===== config.mk =====
export PLATFORM = sky130hd
export DESIGN_NAME = inst_cache_fill
export DESIGN_NICKNAME = d
export VERILOG_FILES = /design/src/rtl/inst_cache_fill_pkg.sv /design/src/rtl/inst_cache_fill.sv
export SDC_FILE = /design/constraint.sdc
export NUM_CORES = 1
export LEC_CHECK = 0
export ABC_AREA = 0
export CAP_MARGIN = 20
export CORE_AREA = 3 3 180 182
export CTS_BUF_LIST = sky130_fd_sc_hd__clkbuf_8 sky130_fd_sc_hd__clkbuf_16
export CTS_CLUSTER_DIAMETER = 30
export DETAILED_ROUTE_END_ITERATION = 8
export DIE_AREA = 0 0 183 185
export PLACE_DENSITY = 0.81
export SLEW_MARGIN = 10
export SYNTH_ARGS = -nofsm -noshare
export SYNTH_HDL_FRONTEND = slang
export SYNTH_SLANG_ARGS = --single-unit

===== constraint.sdc =====
create_clock -name clk0 -period 3.5 [get_ports clk0]
set_input_delay 0.525 -clock clk0 [delete_from_list [all_inputs] [get_ports clk0]]
set_output_delay 0.525 -clock clk0 [all_outputs]
set_load 0.01 [all_outputs]

===== src/rtl/inst_cache_fill_pkg.sv =====
// Shared types and constants for the instruction cache.
// Holds the fill FSM states and the line address layout.
package inst_cache_pkg;

  localparam int OFFSET_W = 5;
  localparam int S_INDEX_DEF = 4;
  localparam int BEAT_W_DEF = 64;
  localparam int BEATS_DEF = 4;
  localparam int LINE_W = BEAT_W_DEF * BEATS_DEF;

  function automatic int tag_w(input int s_index);
    return 32 - OFFSET_W - s_index;
  endfunction

  localparam int TAG_W_DEF = tag_w(S_INDEX_DEF);

  typedef enum logic [2:0] {
    IDLE,
    REQ,
    RECV,
    WRITE,
    SETTLE,
    DONE
  } fill_state_t;

  typedef struct packed {
    logic [TAG_W_DEF-1:0]   tag;
    logic [S_INDEX_DEF-1:0] index;
    logic [OFFSET_W-1:0]    offset;
  } line_addr_t;

endpackage


===== src/rtl/inst_cache_fill.sv =====
// Instruction cache miss-fill engine: one line read, beat
// collection, then a single write to the data/tag/valid arrays.
module inst_cache_fill
  import inst_cache_pkg::*;
#(
  parameter int S_INDEX = 4,
  parameter int WAYS = 4,
  parameter int BEAT_W = 64,
  parameter int BEATS = 4,
  localparam int WAY_W = $clog2(WAYS),
  localparam int LINE_W = BEAT_W * BEATS,
  localparam int TAG_W = tag_w(S_INDEX)
) (
  input  logic              clk0,
  input  logic              rst0,
  input  logic              miss_req,
  input  logic [31:0]       miss_addr,
  input  logic [WAY_W-1:0]  miss_way,
  output logic              busy,
  output logic              fill_done,
  output logic [31:0]       bmem_addr,
  output logic              bmem_read,
  input  logic              bmem_ready,
  input  logic [31:0]       bmem_raddr,
  input  logic [BEAT_W-1:0] bmem_rdata,
  input  logic              bmem_rvalid,
  output logic              arr_csb,
  output logic              arr_web,
  output logic [S_INDEX-1:0] arr_addr,
  output logic [WAYS-1:0]   arr_way_we,
  output logic [LINE_W-1:0] data_din,
  output logic [TAG_W-1:0]  tag_din,
  output logic              valid_din
);

  localparam int CNT_W = (BEATS > 1) ? $clog2(BEATS) : 1;

  fill_state_t state_q, state_d;
  logic [31:0]       addr_q;
  logic [WAY_W-1:0]  way_q;
  logic [CNT_W-1:0]  cnt_q;
  logic [LINE_W-1:0] buf_q;
  logic              latch;
  logic              accept;
  logic              last;

  assign latch  = (state_q == IDLE) && miss_req;
  assign accept = (state_q == RECV) && bmem_rvalid
                  && (bmem_raddr == addr_q);
  assign last   = accept && (cnt_q == CNT_W'(BEATS - 1));

  always_ff @(posedge clk0) begin
    if (rst0) begin
      state_q <= IDLE;
      cnt_q   <= '0;
    end else begin
      state_q <= state_d;
      if (state_q == REQ && bmem_ready) begin
        cnt_q <= '0;
      end else if (accept) begin
        cnt_q <= cnt_q + 1'b1;
      end
    end
  end

  // Address, way and line buffer carry no reset.
  always_ff @(posedge clk0) begin
    if (latch) begin
      addr_q <= {miss_addr[31:OFFSET_W], {OFFSET_W{1'b0}}};
      way_q  <= miss_way;
    end
    if (accept) begin
      buf_q[cnt_q*BEAT_W +: BEAT_W] <= bmem_rdata;
    end
  end

  always_comb begin
    state_d = state_q;
    unique case (state_q)
      IDLE:    if (miss_req) state_d = REQ;
      REQ:     if (bmem_ready) state_d = RECV;
      RECV:    if (last) state_d = WRITE;
      WRITE:   state_d = SETTLE;
      SETTLE:  state_d = DONE;
      DONE:    state_d = IDLE;
      default: state_d = IDLE;
    endcase
  end

  // Outputs are forced idle while reset is held.
  always_comb begin
    busy       = 1'b0;
    fill_done  = 1'b0;
    bmem_read  = 1'b0;
    arr_csb    = 1'b1;
    arr_web    = 1'b1;
    arr_way_we = '0;
    if (!rst0) begin
      busy      = (state_q != IDLE);
      fill_done = (state_q == DONE);
      bmem_read = (state_q == REQ);
      if (state_q == WRITE) begin
        arr_csb    = 1'b0;
        arr_web    = 1'b0;
        arr_way_we = WAYS'(1) << way_q;
      end
    end
  end

  assign bmem_addr = addr_q;
  assign arr_addr  = addr_q[OFFSET_W+S_INDEX-1:OFFSET_W];
  assign tag_din   = addr_q[31:OFFSET_W+S_INDEX];
  assign data_din  = buf_q;
  assign valid_din = 1'b1;

endmodule


==> metrics.yaml, run 1 <==
run_status:
  outcome: "finished, final reports clean"
cts:
  cts.repair.resized: 0
  clk_pin_slew_ns: 0.05
  cts.sinks: 290
  postCtsHoldBufs: 0
  clock_tree.root_cell: "clkbuf_16"
  cts_setup_buffers: 0
  cts_tree: "done"
  h-tree-depth: 2
  cts_buffers: 55
  clock_path_buffers: 3
  clock_latency_ns: 0.56
sta:
  slew_violations: 0
  hold_viol_final: 0
  setup_violations: 0
  min_period_ns: 2.85
  slew_headroom_pct: 51.3
  tightest_slew_ns: 0.731
  max_clock_freq_mhz: 351
  skew_ns: 0.0268
  grt_setup_unrepaired: "no"
  min_period_over_period_pct: 81.3
  final.setup.tns_ns: 0
synth:
  avgSynthCellArea_um2: 16.1
  yosys.area.top_type: "edfxtp_1"
  synthCells: 703
  yosys-top-cells-area: "edfxtp_1 (76%), and2_1 (14%), buf_4 (2.3%)"
  ys_types: 33
  ys_ff_latch: 290
  synth-simple-area-share_pct: 16.9
  synthAdderAreaFrac_pct: 0.553
  synth_compound_area_share_pct: 0.597
  synth_mux_area_share_pct: 0
  ys_seq_area_share_pct: 76.5
  synth_top_area_share_pct: 75.6
  synth_top_family_by_area: "simple AND/OR/NAND/NOR gates"
  synth_area_um2: 11300
  yosys_warnings: 0
  synthXorXnorAreaFrac_pct: 2.09
place:
  place_area_um2: 16200
  dp_hpwl_mm: 23.4
  gp_congestion: 0.808
  io_buffers: 448
job:
  drv_cap: 0
global_route:
  grt_use_total_pct: 19.6
  antenna_found_initial: 0
  grt_pass1_wl_mm: 49.9
  grt_max_degree: 65
  first_global_vias: 7936
  grt_overflow: 0
route:
  drt_pass1_iterations: 5
  wl_per_cell_um: 21.3
  drtIter0Drc: 545
  vias_per_cell: 4.69
  drc_errors: 0
  routed_wl_mm: 34.4
  vias: 7552
  postRouteAntennaNets: 0
pwr:
  peakVddDrop_uv: 447
  p_int_uw: 7730
  switching_power_uw: 2050
  clkPwrFrac_pct: 56.1
  p_leak_uw: 0.00613
  power_frac_comb_pct: 4.4
  power_frac_seq_pct: 39.5
  switching_share_pct: 21.0
  powerDensity_nw_per_um2: 538
critical_path:
  cp_slowest_cell: "clkdlybuf4s50_1"
  required_ns: 2.97
  path_cells: "nor2b_1 -> nand3_1 -> inv_1 -> and3_1 -> clkdlybuf4s50_1"
  r2r_start: "bmem_addr[17]"
  slowest_delay_ns: 0.54
  cp.arrival_ns: 2.32
  end_kind: "output port"
  crit_start: "state_q[1]"
  critPathKind: "flop to output port"
  start_kind: "flop"
  critPathMaxFanout: 11
min_path:
  min_path_type: "primary input to flop"
  hp-start: "miss_addr[11]"
floorplan:
  initial_core_util_pct: 36.8
  num_rows: 64
  ios: 460
  die_area_um2: 33900
  die_h_um: 185
  fp.coreArea_um2: 30700
  die_width_um: 183
finish:
  layout.nets: 1307
  area_growth_pct: 60.6
  diodes: 0
  drive_gt1_share_pct: 10.1
  layout_commonest_cell: "clkdlybuf4s50_1"
  mostFrequentLayoutCells: "clkdlybuf4s50_1 (448), edfxtp_1 (285), and2_1 (257), clkbuf_16 (55), xor2_1 (16)"
  final_cell_area_um2: 18200
==> cells in the mapped netlist, drive strengths merged <==
| library cell | count |
|---|---|
| a22oi | 1 |
| buf | 35 |
| nor2b | 1 |
| nand3 | 2 |
| clkbuf | 26 |
| a211oi | 1 |
| nand4 | 7 |
| or4 | 1 |
| ha | 5 |
| o32a | 1 |
| o31ai | 1 |
| edfxtp | 285 |
| nand2 | 3 |
| nor4 | 6 |
| a21oi | 4 |
| xnor2 | 11 |
| and4 | 1 |
| and3 | 2 |
| xor2 | 16 |
| nor3b | 6 |
| dfxtp | 5 |
| and2 | 260 |
| nand3b | 1 |
| nor2 | 6 |
| inv | 6 |
| conb | 2 |
| nor3 | 6 |
| o21ai | 2 |
==> stage by stage <==
stage	util, %	setup slack, ns	hold WS [ns]	std cells	total power [uW]
2_1_floorplan	-	0.0589	0.481	707	4080
3_3_place_gp	52.7	0.399	0.501	1506	4360
3_5_place_dp	52.7	0.399	0.517	1506	4370
4_1_cts	59.1	0.641	0.503	1609	9870
5_1_grt	59.1	0.536	0.508	1609	10100
6_report	59.1	0.654	0.527	1609	9780
==> power by group through the flow <==
stage / Clock, uW / Sequential (uW) / Combinational, uW
3_3_place_gp: 0 / 3930 / 424
2_1_floorplan: 0 / 3930 / 151
4_1_cts: 5560 / 3870 / 437
3_5_place_dp: 0 / 3930 / 433
5_1_grt: 5740 / 3870 / 462
6_report: 5480 / 3870 / 432
==> per-layer routing <==
layer  vias to the layer above  routed length [um]  part of all wire (%)  global-route usage (%)
li1                       3380                   -                     -                       -
met1                      3635               12000                    35                    21.9
met2                       474               18100                    53                    36.0
met3                        63                3190                   9.3                    5.60
met4                         0                1040                   3.0                    6.83
met5                         -                   0                     0                       0
==> sequential cells by signal (all words and copies together), names as in the netlist <==
register / flops
data_din: 256
cnt_q: 2
way_q: 2
bmem_addr: 27
state_q: 3
==> critical path: cells and delay by family (launching register included) <==
kind,cells,cell delay (ns)
AND/OR/NAND/NOR,3,0.58
flip-flops,1,0.50
buffers and inverters,2,0.67
==> worst paths after layout <==
| check | to | slack (ns) | cells after the start |
|---|---|---|---|
| max | arr_way_we[3] | 0.65 | 5 |
| min | bmem_addr[11] | 0.53 | 1 |
| max reg2reg | data_din[113] | 0.93 | 6 |
| min reg2reg | cnt_q[1] | 0.55 | 2 |
==> logic make-up after synthesis <==
| group | Yosys count |
|---|---|
| AOI/OAI and AO/OA | 10 |
| xor gates and xnor gates | 27 |
| adders and majority gates | 5 |
| buffers and inverters | 67 |
| DFF | 290 |
| other | 2 |
| and+or+nand+nor | 302 |
==> cell type report <==
cell class,count,area [um2]
Multi-Input combinational cell,350,2330
Tap cell,396,495
Clock buffer,55,1380
Inverter,6,23.8
Sequential cell,290,8660
Fill cell,2284,12600
Clock inverter,48,589
Timing Repair Buffer,464,4700
No activity file was read; power rests on OpenSTA's default activity.
==> inputs of run 2 (changes only) <==
==> constraint.sdc (replaced) <==
create_clock -name clk0 -period 2.53 [get_ports clk0]
set_input_delay 0.3795 -clock clk0 [delete_from_list [all_inputs] [get_ports clk0]]
set_output_delay 0.3795 -clock clk0 [all_outputs]
set_load 0.01 [all_outputs]
==> metrics.yaml, run 2 (synthesized netlist as in run 1, its figures left out) <==
cts:
  clock_latency_ns: 0.54
  cts_tree: "done"
  clk_pin_slew_ns: 0.05
  clock_tree.root_cell: "clkbuf_16"
  h-tree-depth: 2
  cts.sinks: 290
  cts_setup_buffers: 0
  postCtsHoldBufs: 0
  clock_path_buffers: 3
  cts_buffers: 57
route:
  vias: 7536
  wl_per_cell_um: 21.2
  drtIter0Drc: 497
  vias_per_cell: 4.63
  routed_wl_mm: 34.4
  postRouteAntennaNets: 0
  drt_pass1_iterations: 4
  drc_errors: 0
critical_path:
  end_kind: "flop"
  cp_num_cells: 7
  start_kind: "flop"
  path_cells: "xor2_1 -> nor4_1 -> buf_4 -> and4_1 -> and3_2 -> and2_4 -> buf_12"
  worstPathBufferInverterCount: 2
  cp.arrival_ns: 2.67
  critPathMaxFanout: 35
  cp_slowest_cell: "edfxtp_1"
  r2r_slack_ns: 0.08
  required_ns: 2.74
  slowest_delay_ns: 0.44
  critPathKind: "flop to flop"
  r2r_cells: 7
  crit_family: "simple AND/OR/NAND/NOR gates"
place:
  io_buffers: 448
  place_area_um2: 16400
  dp_hpwl_mm: 23.9
  gp_congestion: 0.807
  pre_cts_ws_ns: -0.245
  dp_cells: 1522
finish:
  area_growth_pct: 62.4
  drive_gt1_share_pct: 11.5
  diodes: 0
  fillers: 2285
  layout_commonest_cell: "clkdlybuf4s50_1"
  final_cell_area_um2: 18400
  layout.nets: 1325
  final_cells: 1626
  mostFrequentLayoutCells: "clkdlybuf4s50_1 (447), edfxtp_1 (285), and2_1 (257), clkbuf_16 (59), buf_4 (18)"
  largest_reg_flops: 256
floorplan:
  num_rows: 64
  die_width_um: 183
  fp.coreArea_um2: 30700
  die_area_um2: 33900
  die_h_um: 185
  ios: 460
  initial_core_util_pct: 36.8
global_route:
  grt_use_total_pct: 19.8
  grt_overflow: 0
  first_global_vias: 8075
  antenna_found_initial: 1
  grt_max_degree: 36
  grt_pass1_wl_mm: 50.6
pwr:
  powerDensity_nw_per_um2: 733
  p_leak_uw: 0.00625
  peakVddDrop_uv: 543
  power_uw: 13500
sta:
  finalWorstSetupSlack_ns: 0.0781
  max_clock_freq_mhz: 408
  min_period_over_period_pct: 96.9
  setup_violations: 0
  hold_viol_final: 0
  slew_violations: 0
  min_period_ns: 2.45
  skew_ns: 0.0266
  hold_slack_ns: 0.392
run_status:
  outcome: "finished, final reports clean"
min_path:
  hold_depth: 1
  min_path_type: "primary input to flop"
job:
  drv_cap: 0
[run 2: area by class of cell]
class,instances,area (um2),share of cell area (%)
clock buffers,59,1480,8.03
clock inverters,45,473,2.57
flip-flops and latches,290,8660,47.1
well taps,396,495,2.69
repair buffers,480,4900,26.6
multi-input cells,350,2360,12.8
inverters,6,26.3,0.143
[run 2: path summary, 6_finish.rpt]
| kind | startpoint | endpoint |
|---|---|---|
| max | bmem_addr[29] | data_din[62] |
| min | miss_addr[16] | bmem_addr[16] |
| max reg2reg | bmem_addr[29] | data_din[62] |
| min reg2reg | cnt_q[1] | cnt_q[1] |
[run 2: report_power, final]
| group | internal (uW) | switching (uW) | total (uW) |
|---|---|---|---|
| logic | 383 | 256 | 639 |
| registers | 5290 | 58.7 | 5350 |
| clock network | 5040 | 2460 | 7500 |
| total | 10700 | 2780 | 13500 |
[run 2: through the flow]
step,utilization (%),setup TNS [ns]
after floorplan,-,-23.21
after global placement,53.4,-43.06
after detailed placement,53.4,-51.06
after CTS,59.8,0
after global routing,59.8,-0.00256
final,59.8,0
[run 2: what timing repair did]
item	CTS	global route
cloned	0	0
gates resized for setup	7	3
endpoints found under the hold margin	0	0
setup endpoints to repair	6	85
[run 2: layer usage]
layer  track usage [%]  part of all wire, %  vias up
li1                  -                    -     3417
met1              22.5                   36     3606
met2              35.6                   52      442
met3              5.48                  8.8       71
met4              7.77                  3.8        0
met5                 0                    0        -
